<file path="config.mk">
export PLATFORM = sky130hd
export DESIGN_NAME = assoc_cache_ctrl
export DESIGN_NICKNAME = d
export VERILOG_FILES = /design/src/rtl/assoc_cache_pkg.sv /design/src/rtl/assoc_cache_ctrl_lru.sv /design/src/rtl/assoc_cache_ctrl.sv
export SDC_FILE = /design/constraint.sdc
export NUM_CORES = 1
export LEC_CHECK = 0
export CORE_MARGIN = 5
export CORE_UTILIZATION = 40
export DETAILED_ROUTE_END_ITERATION = 10
export PLACE_DENSITY = 0.63
export SLEW_MARGIN = 10
export SYNTH_ARGS = -nofsm -noshare
export SYNTH_HDL_FRONTEND = slang
export SYNTH_SLANG_ARGS = --single-unit
</file>
<file path="constraint.sdc">
create_clock -name clock -period 4.4 [get_ports clock]
set_input_delay 0.88 -clock clock [delete_from_list [all_inputs] [get_ports clock]]
set_output_delay 0.88 -clock clock [all_outputs]
set_load 0.01 [all_outputs]
</file>
<file path="src/rtl/assoc_cache_pkg.sv">
// assoc_cache_pkg
// Shared types for the fully-associative write-back cache controller:
//   state_t      - controller FSM states (IDLE/WB/FILL/RESP)
//   line_flags_t - per-line valid/dirty flags; the owning module wraps these
//                  with its own tag/data widths into its line record
//   age_width()  - width of an LRU age register, clog2(WAYS)
package assoc_cache_pkg;

    typedef enum logic [1:0] {
        ST_IDLE = 2'd0,
        ST_WB   = 2'd1,
        ST_FILL = 2'd2,
        ST_RESP = 2'd3
    } state_t;

    typedef struct packed {
        logic valid;
        logic dirty;
    } line_flags_t;

    function automatic int age_width(input int ways);
        return (ways > 1) ? $clog2(ways) : 1;
    endfunction

endpackage

</file>
<file path="src/rtl/assoc_cache_ctrl_lru.sv">
// lru_age_table
// True-LRU age registers for WAYS ways. Ages always form a permutation of
// 0..WAYS-1 (0 = most recently used). Reset sets age[i] = i.
// Ports:
//   clock, reset      rising-edge clock, async active-high reset
//   touch_en/way      make touch_way the youngest; all younger ways age by one
//   valid_vec         per-way valid flags, used for invalid-first selection
//   victim            lowest-index invalid way, else the way with the oldest age
module lru_age_table
    import assoc_cache_pkg::*;
#(
    parameter int WAYS = 4,
    parameter int AW   = age_width(WAYS)
)
(
    input  logic            clock,
    input  logic            reset,
    input  logic            touch_en,
    input  logic [AW-1:0]   touch_way,
    input  logic [WAYS-1:0] valid_vec,
    output logic [AW-1:0]   victim
);

    logic [AW-1:0] age [WAYS];

    always_ff @(posedge clock or posedge reset) begin
        if (reset) begin
            for (int i = 0; i < WAYS; i++) age[i] <= AW'(i);
        end else if (touch_en) begin
            for (int i = 0; i < WAYS; i++) begin
                if (AW'(i) == touch_way)
                    age[i] <= '0;
                else if (age[i] < age[touch_way])
                    age[i] <= age[i] + 1'b1;
            end
        end
    end

    // Second loop runs downwards so the lowest-index invalid way wins.
    always_comb begin
        victim = '0;
        for (int i = WAYS - 1; i >= 0; i--)
            if (age[i] == AW'(WAYS - 1)) victim = AW'(i);
        for (int i = WAYS - 1; i >= 0; i--)
            if (!valid_vec[i]) victim = AW'(i);
    end

endmodule

</file>
<file path="src/rtl/assoc_cache_ctrl.sv">
// assoc_cache_ctrl
// Fully-associative write-back cache controller, true-LRU replacement,
// one word per line (tag = full address), fixed-latency single-port RAM.
// Ports:
//   clock, reset                  rising-edge clock, async active-high reset
//   req_valid/req_ready           request handshake (ready only in IDLE)
//   req_rw/req_addr/req_wdata     request: 1 = write
//   rsp_valid/rsp_data/rsp_miss   one-cycle response strobe, data/miss held
//   mem_addr/mem_wdata/mem_wren   RAM side; mem_rdata returned after MEM_LAT
//   busy_fill/busy_wb             RAM read / write-back in progress
// Optional: define ASSOC_CACHE_STATS_EN to add saturating 16-bit counters
//   stat_hits, stat_misses, stat_wbs.
//
// state | meaning
// IDLE  | ready for a request; hits and clean write misses complete here
// WB    | writing dirty victim to RAM for MEM_LAT cycles
// FILL  | reading missed word from RAM for MEM_LAT cycles
// RESP  | response cycle after a WB/FILL install; not ready
module assoc_cache_ctrl
    import assoc_cache_pkg::*;
#(
    parameter int ADDR_W  = 5,
    parameter int DATA_W  = 8,
    parameter int WAYS    = 4,
    parameter int MEM_LAT = 3
)
(
    input  logic              clock,
    input  logic              reset,
    input  logic              req_valid,
    output logic              req_ready,
    input  logic              req_rw,
    input  logic [ADDR_W-1:0] req_addr,
    input  logic [DATA_W-1:0] req_wdata,
    output logic              rsp_valid,
    output logic [DATA_W-1:0] rsp_data,
    output logic              rsp_miss,
    output logic [ADDR_W-1:0] mem_addr,
    output logic [DATA_W-1:0] mem_wdata,
    output logic              mem_wren,
    input  logic [DATA_W-1:0] mem_rdata,
    output logic              busy_fill,
    output logic              busy_wb
`ifdef ASSOC_CACHE_STATS_EN
    ,
    output logic [15:0]       stat_hits,
    output logic [15:0]       stat_misses,
    output logic [15:0]       stat_wbs
`endif
);

    localparam int AW = age_width(WAYS);
    localparam int CW = $clog2(MEM_LAT + 1);
    localparam logic [CW-1:0] CNT_LOAD = CW'(MEM_LAT - 1);

    typedef struct packed {
        line_flags_t       fl;
        logic [ADDR_W-1:0] tag;
        logic [DATA_W-1:0] data;
    } line_t;

    line_t             lines [WAYS];
    state_t            state, state_nxt;
    logic              run;
    logic [CW-1:0]     cnt;
    logic              cnt_tc, cnt_ld;
    logic              q_rw;
    logic [ADDR_W-1:0] q_addr;
    logic [DATA_W-1:0] q_wdata;
    logic [AW-1:0]     q_way;
    logic              accept, hit, victim_dirty;
    logic [AW-1:0]     hit_way, victim;
    logic [WAYS-1:0]   valid_vec;
    logic              touch_en;
    logic [AW-1:0]     touch_way;
    logic              inst_en, inst_dirty;
    logic [AW-1:0]     inst_way;
    logic [ADDR_W-1:0] inst_tag;
    logic [DATA_W-1:0] inst_data;
    logic              rsp_set, rsp_m;
    logic [DATA_W-1:0] rsp_d;
    logic              mem_ld, wb_ld;
    logic [ADDR_W-1:0] mem_addr_d;

    // run keeps ready low until the first edge after reset release.
    assign req_ready    = run && (state == ST_IDLE);
    assign accept       = req_valid && req_ready;
    assign cnt_tc       = (cnt == '0);
    assign busy_wb      = (state == ST_WB);
    assign busy_fill    = (state == ST_FILL);
    assign mem_wren     = busy_wb;
    assign victim_dirty = lines[victim].fl.valid && lines[victim].fl.dirty;

    always_comb begin
        hit     = 1'b0;
        hit_way = '0;
        for (int i = 0; i < WAYS; i++) begin
            valid_vec[i] = lines[i].fl.valid;
            if (lines[i].fl.valid && lines[i].tag == req_addr) begin
                hit     = 1'b1;
                hit_way = AW'(i);
            end
        end
    end

    lru_age_table #(.WAYS(WAYS), .AW(AW)) u_lru (
        .clock     (clock),
        .reset     (reset),
        .touch_en  (touch_en),
        .touch_way (touch_way),
        .valid_vec (valid_vec),
        .victim    (victim)
    );

    always_ff @(posedge clock or posedge reset) begin
        if (reset) state <= ST_IDLE;
        else       state <= state_nxt;
    end

    always_comb begin
        state_nxt  = state;
        touch_en   = 1'b0;
        touch_way  = victim;
        inst_en    = 1'b0;
        inst_way   = victim;
        inst_tag   = req_addr;
        inst_data  = req_wdata;
        inst_dirty = 1'b1;
        rsp_set    = 1'b0;
        rsp_m      = 1'b0;
        rsp_d      = req_wdata;
        mem_ld     = 1'b0;
        wb_ld      = 1'b0;
        mem_addr_d = req_addr;
        cnt_ld     = 1'b0;
        case (state)
            ST_IDLE: begin
                if (accept) begin
                    if (hit) begin
                        touch_en  = 1'b1;
                        touch_way = hit_way;
                        rsp_set   = 1'b1;
                        if (req_rw) begin
                            inst_en  = 1'b1;
                            inst_way = hit_way;
                        end else begin
                            rsp_d = lines[hit_way].data;
                        end
                    end else if (victim_dirty) begin
                        state_nxt  = ST_WB;
                        mem_ld     = 1'b1;
                        wb_ld      = 1'b1;
                        mem_addr_d = lines[victim].tag;
                        cnt_ld     = 1'b1;
                    end else if (req_rw) begin
                        // write-allocate without fetch: install immediately
                        inst_en  = 1'b1;
                        touch_en = 1'b1;
                        rsp_set  = 1'b1;
                        rsp_m    = 1'b1;
                    end else begin
                        state_nxt = ST_FILL;
                        mem_ld    = 1'b1;
                        cnt_ld    = 1'b1;
                    end
                end
            end
            ST_WB: begin
                if (cnt_tc) begin
                    if (q_rw) begin
                        state_nxt = ST_RESP;
                        inst_en   = 1'b1;
                        inst_way  = q_way;
                        inst_tag  = q_addr;
                        inst_data = q_wdata;
                        touch_en  = 1'b1;
                        touch_way = q_way;
                        rsp_set   = 1'b1;
                        rsp_m     = 1'b1;
                        rsp_d     = q_wdata;
                    end else begin
                        state_nxt  = ST_FILL;
                        mem_ld     = 1'b1;
                        mem_addr_d = q_addr;
                        cnt_ld     = 1'b1;
                    end
                end
            end
            ST_FILL: begin
                if (cnt_tc) begin
                    state_nxt  = ST_RESP;
                    inst_en    = 1'b1;
                    inst_way   = q_way;
                    inst_tag   = q_addr;
                    inst_data  = mem_rdata;
                    inst_dirty = 1'b0;
                    touch_en   = 1'b1;
                    touch_way  = q_way;
                    rsp_set    = 1'b1;
                    rsp_m      = 1'b1;
                    rsp_d      = mem_rdata;
                end
            end
            ST_RESP: state_nxt = ST_IDLE;
            default: state_nxt = ST_IDLE;
        endcase
    end

    always_ff @(posedge clock or posedge reset) begin
        if (reset) begin
            run       <= 1'b0;
            cnt       <= '0;
            q_rw      <= 1'b0;
            q_addr    <= '0;
            q_wdata   <= '0;
            q_way     <= '0;
            mem_addr  <= '0;
            mem_wdata <= '0;
            rsp_valid <= 1'b0;
            rsp_data  <= '0;
            rsp_miss  <= 1'b0;
            for (int i = 0; i < WAYS; i++) lines[i] <= '0;
        end else begin
            run       <= 1'b1;
            rsp_valid <= rsp_set;
            if (rsp_set) begin
                rsp_data <= rsp_d;
                rsp_miss <= rsp_m;
            end
            if (accept) begin
                q_rw    <= req_rw;
                q_addr  <= req_addr;
                q_wdata <= req_wdata;
                q_way   <= victim;
            end
            if (cnt_ld)       cnt <= CNT_LOAD;
            else if (!cnt_tc) cnt <= cnt - 1'b1;
            if (mem_ld) mem_addr  <= mem_addr_d;
            if (wb_ld)  mem_wdata <= lines[victim].data;
            if (inst_en)
                lines[inst_way] <= '{fl: '{valid: 1'b1, dirty: inst_dirty},
                                     tag: inst_tag, data: inst_data};
        end
    end

`ifdef ASSOC_CACHE_STATS_EN
    always_ff @(posedge clock or posedge reset) begin
        if (reset) begin
            stat_hits   <= '0;
            stat_misses <= '0;
            stat_wbs    <= '0;
        end else begin
            if (rsp_set && !rsp_m && stat_hits != 16'hFFFF)
                stat_hits <= stat_hits + 16'd1;
            if (rsp_set && rsp_m && stat_misses != 16'hFFFF)
                stat_misses <= stat_misses + 16'd1;
            if (busy_wb && cnt_tc && stat_wbs != 16'hFFFF)
                stat_wbs <= stat_wbs + 16'd1;
        end
    end
`endif

endmodule

</file>
==> results of run 1 <==
-- stage by stage --
stage	hold slack (ps)	power, W
2_1_floorplan	449.7	0.003983
3_3_place_gp	463.4	0.004947
3_5_place_dp	471.7	0.005045
4_1_cts	490.8	0.005907
5_1_grt	529.1	0.006313
6_report	487.0	0.005900
-- metal layers --
| metal | global-route usage, % | routed length, um | vias to the layer above |
|---|---|---|---|
| li1 | - | - | 2572 |
| met1 | 26.65 | 8393 | 2850 |
| met2 | 32.93 | 9241 | 223 |
| met3 | 3.172 | 1032 | 40 |
| met4 | 7.827 | 525 | 0 |
| met5 | 0 | 0 | - |
-- power by group through the flow --
stage / combinational [W] / sequential, W / clock (W)
after floorplan: 0.00221 / 0.00177 / 0
after global placement: 0.00313 / 0.00182 / 0
after detailed placement: 0.00321 / 0.00184 / 0
after CTS: 0.00322 / 0.00183 / 0.000865
after global routing: 0.00354 / 0.00188 / 0.000899
final: 0.00323 / 0.00183 / 0.000846
-- cell type report --
type | count | share of cell area (%)
Clock inverter | 7 | 1.038
Multi-Input combinational cell | 498 | 45.31
Tap cell | 220 | 3.567
Timing Repair Buffer | 82 | 9.630
Clock buffer | 9 | 2.918
Sequential cell | 112 | 36.38
Inverter | 23 | 1.151
-- registers in the layout (all words and copies together) (netlist names) --
register / flops
q_addr: 5
lines: 60
mem_wdata: 8
u_lru.age: 8
state: 2
q_wdata: 8
cnt: 2
rsp_miss: 1
run: 1
rsp_data: 8
q_rw: 1
q_way: 2
rsp_valid: 1
mem_addr: 5
-- tightest hold or removal path: stages, from the launching register on --
cell	delay, ps
dfrtp_1	350
nand2_1	40
o21ai_0	60
-- cells in the mapped netlist, types with 11 or more instances --
cell type | number | share of area (%)
nand2_1 | 129 | 7.3
dfrtp_1 | 108 | 41
mux2_2 | 72 | 12
clkbuf_1 | 32 | 1.8
nor2_1 | 32 | 1.8
o21ai_0 | 23 | 1.7
inv_1 | 22 | 1.2
a21oi_1 | 18 | 1.4
a22o_1 | 17 | 2.2
nand3_1 | 17 | 1.3
a221oi_1 | 16 | 2.1
a31oi_1 | 16 | 1.5
xor2_1 | 16 | 2.1
a211oi_1 | 12 | 1.4
and2_1 | 11 | 1.0
o211ai_1 | 11 | 1.2
-- path summary, 6_finish.rpt --
path | startpoint | slack [ps] | endpoint
worst max-delay path | req_addr[4] | 460 | u_lru.age[6]
worst min-delay path | mem_wdata[4] | 490 | mem_wdata[4]
worst max register to register | cnt[0] | 700 | u_lru.age[6]
worst min register to register | mem_wdata[4] | 490 | mem_wdata[4]
max in group asynchronous | reset | 2510 | u_lru.age[0]
min in group asynchronous | reset | 950 | lines[39]
-- cell usage in the layout (no fill, tap or decap), types with 4 or more instances in the layout --
cell type	n
clkbuf_16	9
a21o_1	4
and3_1	4
a31oi_1	16
nor2_1	32
a222oi_1	8
nand2_1	129
clkdlybuf4s50_1	51
nor2b_1	6
mux2_2	72
a221oi_1	16
dfrtp_1	108
a32o_1	5
a22o_1	17
o311ai_0	8
and2_1	11
xor2_1	16
ha_1	9
dfstp_2	4
xnor2_1	5
nand3_1	17
inv_1	21
o41ai_1	4
buf_4	31
a21oi_1	18
a211oi_1	12
o21ai_0	23
o211ai_1	11
-- cell families after synthesis --
kind of cell / count (synthesis) / share of synthesized area [%]
flip-flops: 112 / 42.33
AND/OR/NAND/NOR: 216 / 14.51
AO/OA/AOI/OAI: 170 / 19.45
buffers and inverters: 74 / 4.942
XOR/XNOR: 21 / 2.773
other: 1 / 0.05654
adder cells (fa/ha/maj): 9 / 1.698
multiplexers: 81 / 14.24
==> flow_metrics.py, run 1 <==
metrics = {
    "outcome": {
        "status": "complete, no violations",
    },
    "route": {
        "initialDrtViolationCount": 522,
        "vias": 5685,
        "antenna_left": 0,
        "drtPass1Iterations": 5,
        "wl_per_cell_um": 20.18,
        "drt_wl_total_mm": 19.19,
        "drc_errors": 0,
        "avgViaCountPerCell": 5.978,
    },
    "yosys": {
        "synth_edf_count": 0,
        "async_flop_share_pct": 100.0,
        "yosys_warnings": 0,
        "synth_cell_type_count": 67,
        "syn-cell-area_sq_um": 6633,
        "syn_nets": 718,
        "avgSynthCellArea_sq_um": 9.697,
        "synthFlopType": "dfrtp_1",
        "synth.yosys.seq_area_share_pct": 42.33,
        "synth_cells": 684,
        "synth_seq_cells": 112,
    },
    "placement": {
        "numPortBuffers": 51,
        "post-dp-hpwl_mm": 13.71,
        "place_area_sq_um": 7412,
        "placed_cells": 935,
        "gp_congestion": 0.9151,
        "pre_cts_ws_ps": 102.3,
    },
    "setup_path": {
        "critPathRequiredTime_ps": 4630,
        "crit_path_end_kind": "flip-flop",
        "reg2reg_depth": 9,
        "cp_slowest_cell": "clkdlybuf4s50_1",
        "startpoint_type": "input port",
        "cp_slowest_stage_delay_ps": 700,
        "path_cells": "clkdlybuf4s50_1 -> xor2_1 -> nor4_2 -> a32o_2 -> o31ai_4 -> mux2i_2 -> a21oi_4 -> mux4_2 -> o21ai_1 -> a211oi_1",
        "path_buf_inv": 1,
        "critPathMaxFanout": 13,
        "cp_top_family": "compound AO/OA/AOI/OAI gates",
        "path_depth": 10,
        "worstPathArrival_ps": 4180,
        "critPathKind": "in2reg",
    },
    "cts": {
        "postCtsSetupRepairBufs": 0,
        "htreeDepth": 3,
        "cts.reportedPaths.clkPinSlew_ps": 80,
        "numClockSinks": 112,
        "cts_tree": "yes",
        "cts_root_buf": "clkbuf_16",
        "cts_resized": 0,
        "hold_buffers": 0,
        "cts.path.max_buffers": 2,
        "numCtsBuffers": 9,
        "clk_latency_ps": 370,
    },
    "timing": {
        "fin_ws_ps": 458.7,
        "final.setup_skew_ps": 11.85,
        "period_needed_ps": 3941,
        "final-max-slew-violation-count": 0,
        "fin_crit_sh_pct": 89.58,
        "setup-tns-final_ps": 0,
        "slew_headroom_pct": 43.73,
        "rsz0062_at_grt": "no",
        "hold_viol_final": 0,
        "tightest_slew_ps": 844.1,
        "max_freq_mhz": 253.7,
        "setup-violations-final": 0,
    },
    "global_route": {
        "grt_first_pass_wirelength_mm": 31.23,
        "track_usage_pct": 20.03,
        "overflow": 0,
        "grt_max_degree": 53,
        "antenna_found_initial": 0,
        "grt_pass1_vias": 5791,
    },
    "hold_path": {
        "min_path_type": "reg2reg",
        "whs_path_depth": 2,
    },
    "pwr": {
        "switching_share_pct": 45.38,
        "p_leak_nw": 3.357,
        "switchingPower_w": 0.002678,
        "internal_power_w": 0.003223,
        "p_comb_share_pct": 54.7,
        "seqPwrFrac_pct": 31.0,
        "p_per_area_nw_per_um2": 764.6,
        "ir_worst_vdd_mv": 0.3465,
        "clkPwrFrac_pct": 14.3,
    },
    "cells_and_area": {
        "synthToLayoutAreaGrowth_pct": 16.36,
        "fillers": 1529,
        "fin_nets": 760,
        "drive_gt1_share_pct": 19.29,
        "finalNonFillerCells": 951,
        "diodes": 0,
        "seqCellArea_sq_um": 2808,
        "multiInputGateArea_sq_um": 3497,
        "stdcell_area_sq_um": 7717,
        "final_util_pct": 47.04,
    },
    "die": {
        "start_util_pct": 40.43,
        "dieArea_sq_um": 19260,
        "rows": 47,
        "die_w_um": 138.8,
        "die-height_um": 138.8,
        "coreArea_sq_um": 16410,
        "num_io_pins": 52,
    },
    "flow_run": {
        "drv_cap": 0,
    },
}
Note: power is estimated with default switching activity, not from simulation.
==> run 2: changes to the inputs <==
--- a/config.mk
+++ b/config.mk
@@ -5,6 +5,7 @@
 export SDC_FILE = /design/constraint.sdc
 export NUM_CORES = 1
 export LEC_CHECK = 0
+export CAP_MARGIN = 15
 export CORE_MARGIN = 5
 export CORE_UTILIZATION = 40
 export DETAILED_ROUTE_END_ITERATION = 10
==> results of run 2 <==
Same layout as run 1: the final DEF is identical, and so are final timing and power.
==> run 3: changes to the inputs <==
--- a/config.mk
+++ b/config.mk
@@ -5,6 +5,7 @@
 export SDC_FILE = /design/constraint.sdc
 export NUM_CORES = 1
 export LEC_CHECK = 0
+export ABC_AREA = 0
 export CAP_MARGIN = 15
 export CORE_MARGIN = 5
 export CORE_UTILIZATION = 40
==> results of run 3 <==
Same layout as run 1: the final DEF is identical, and so are final timing and power.
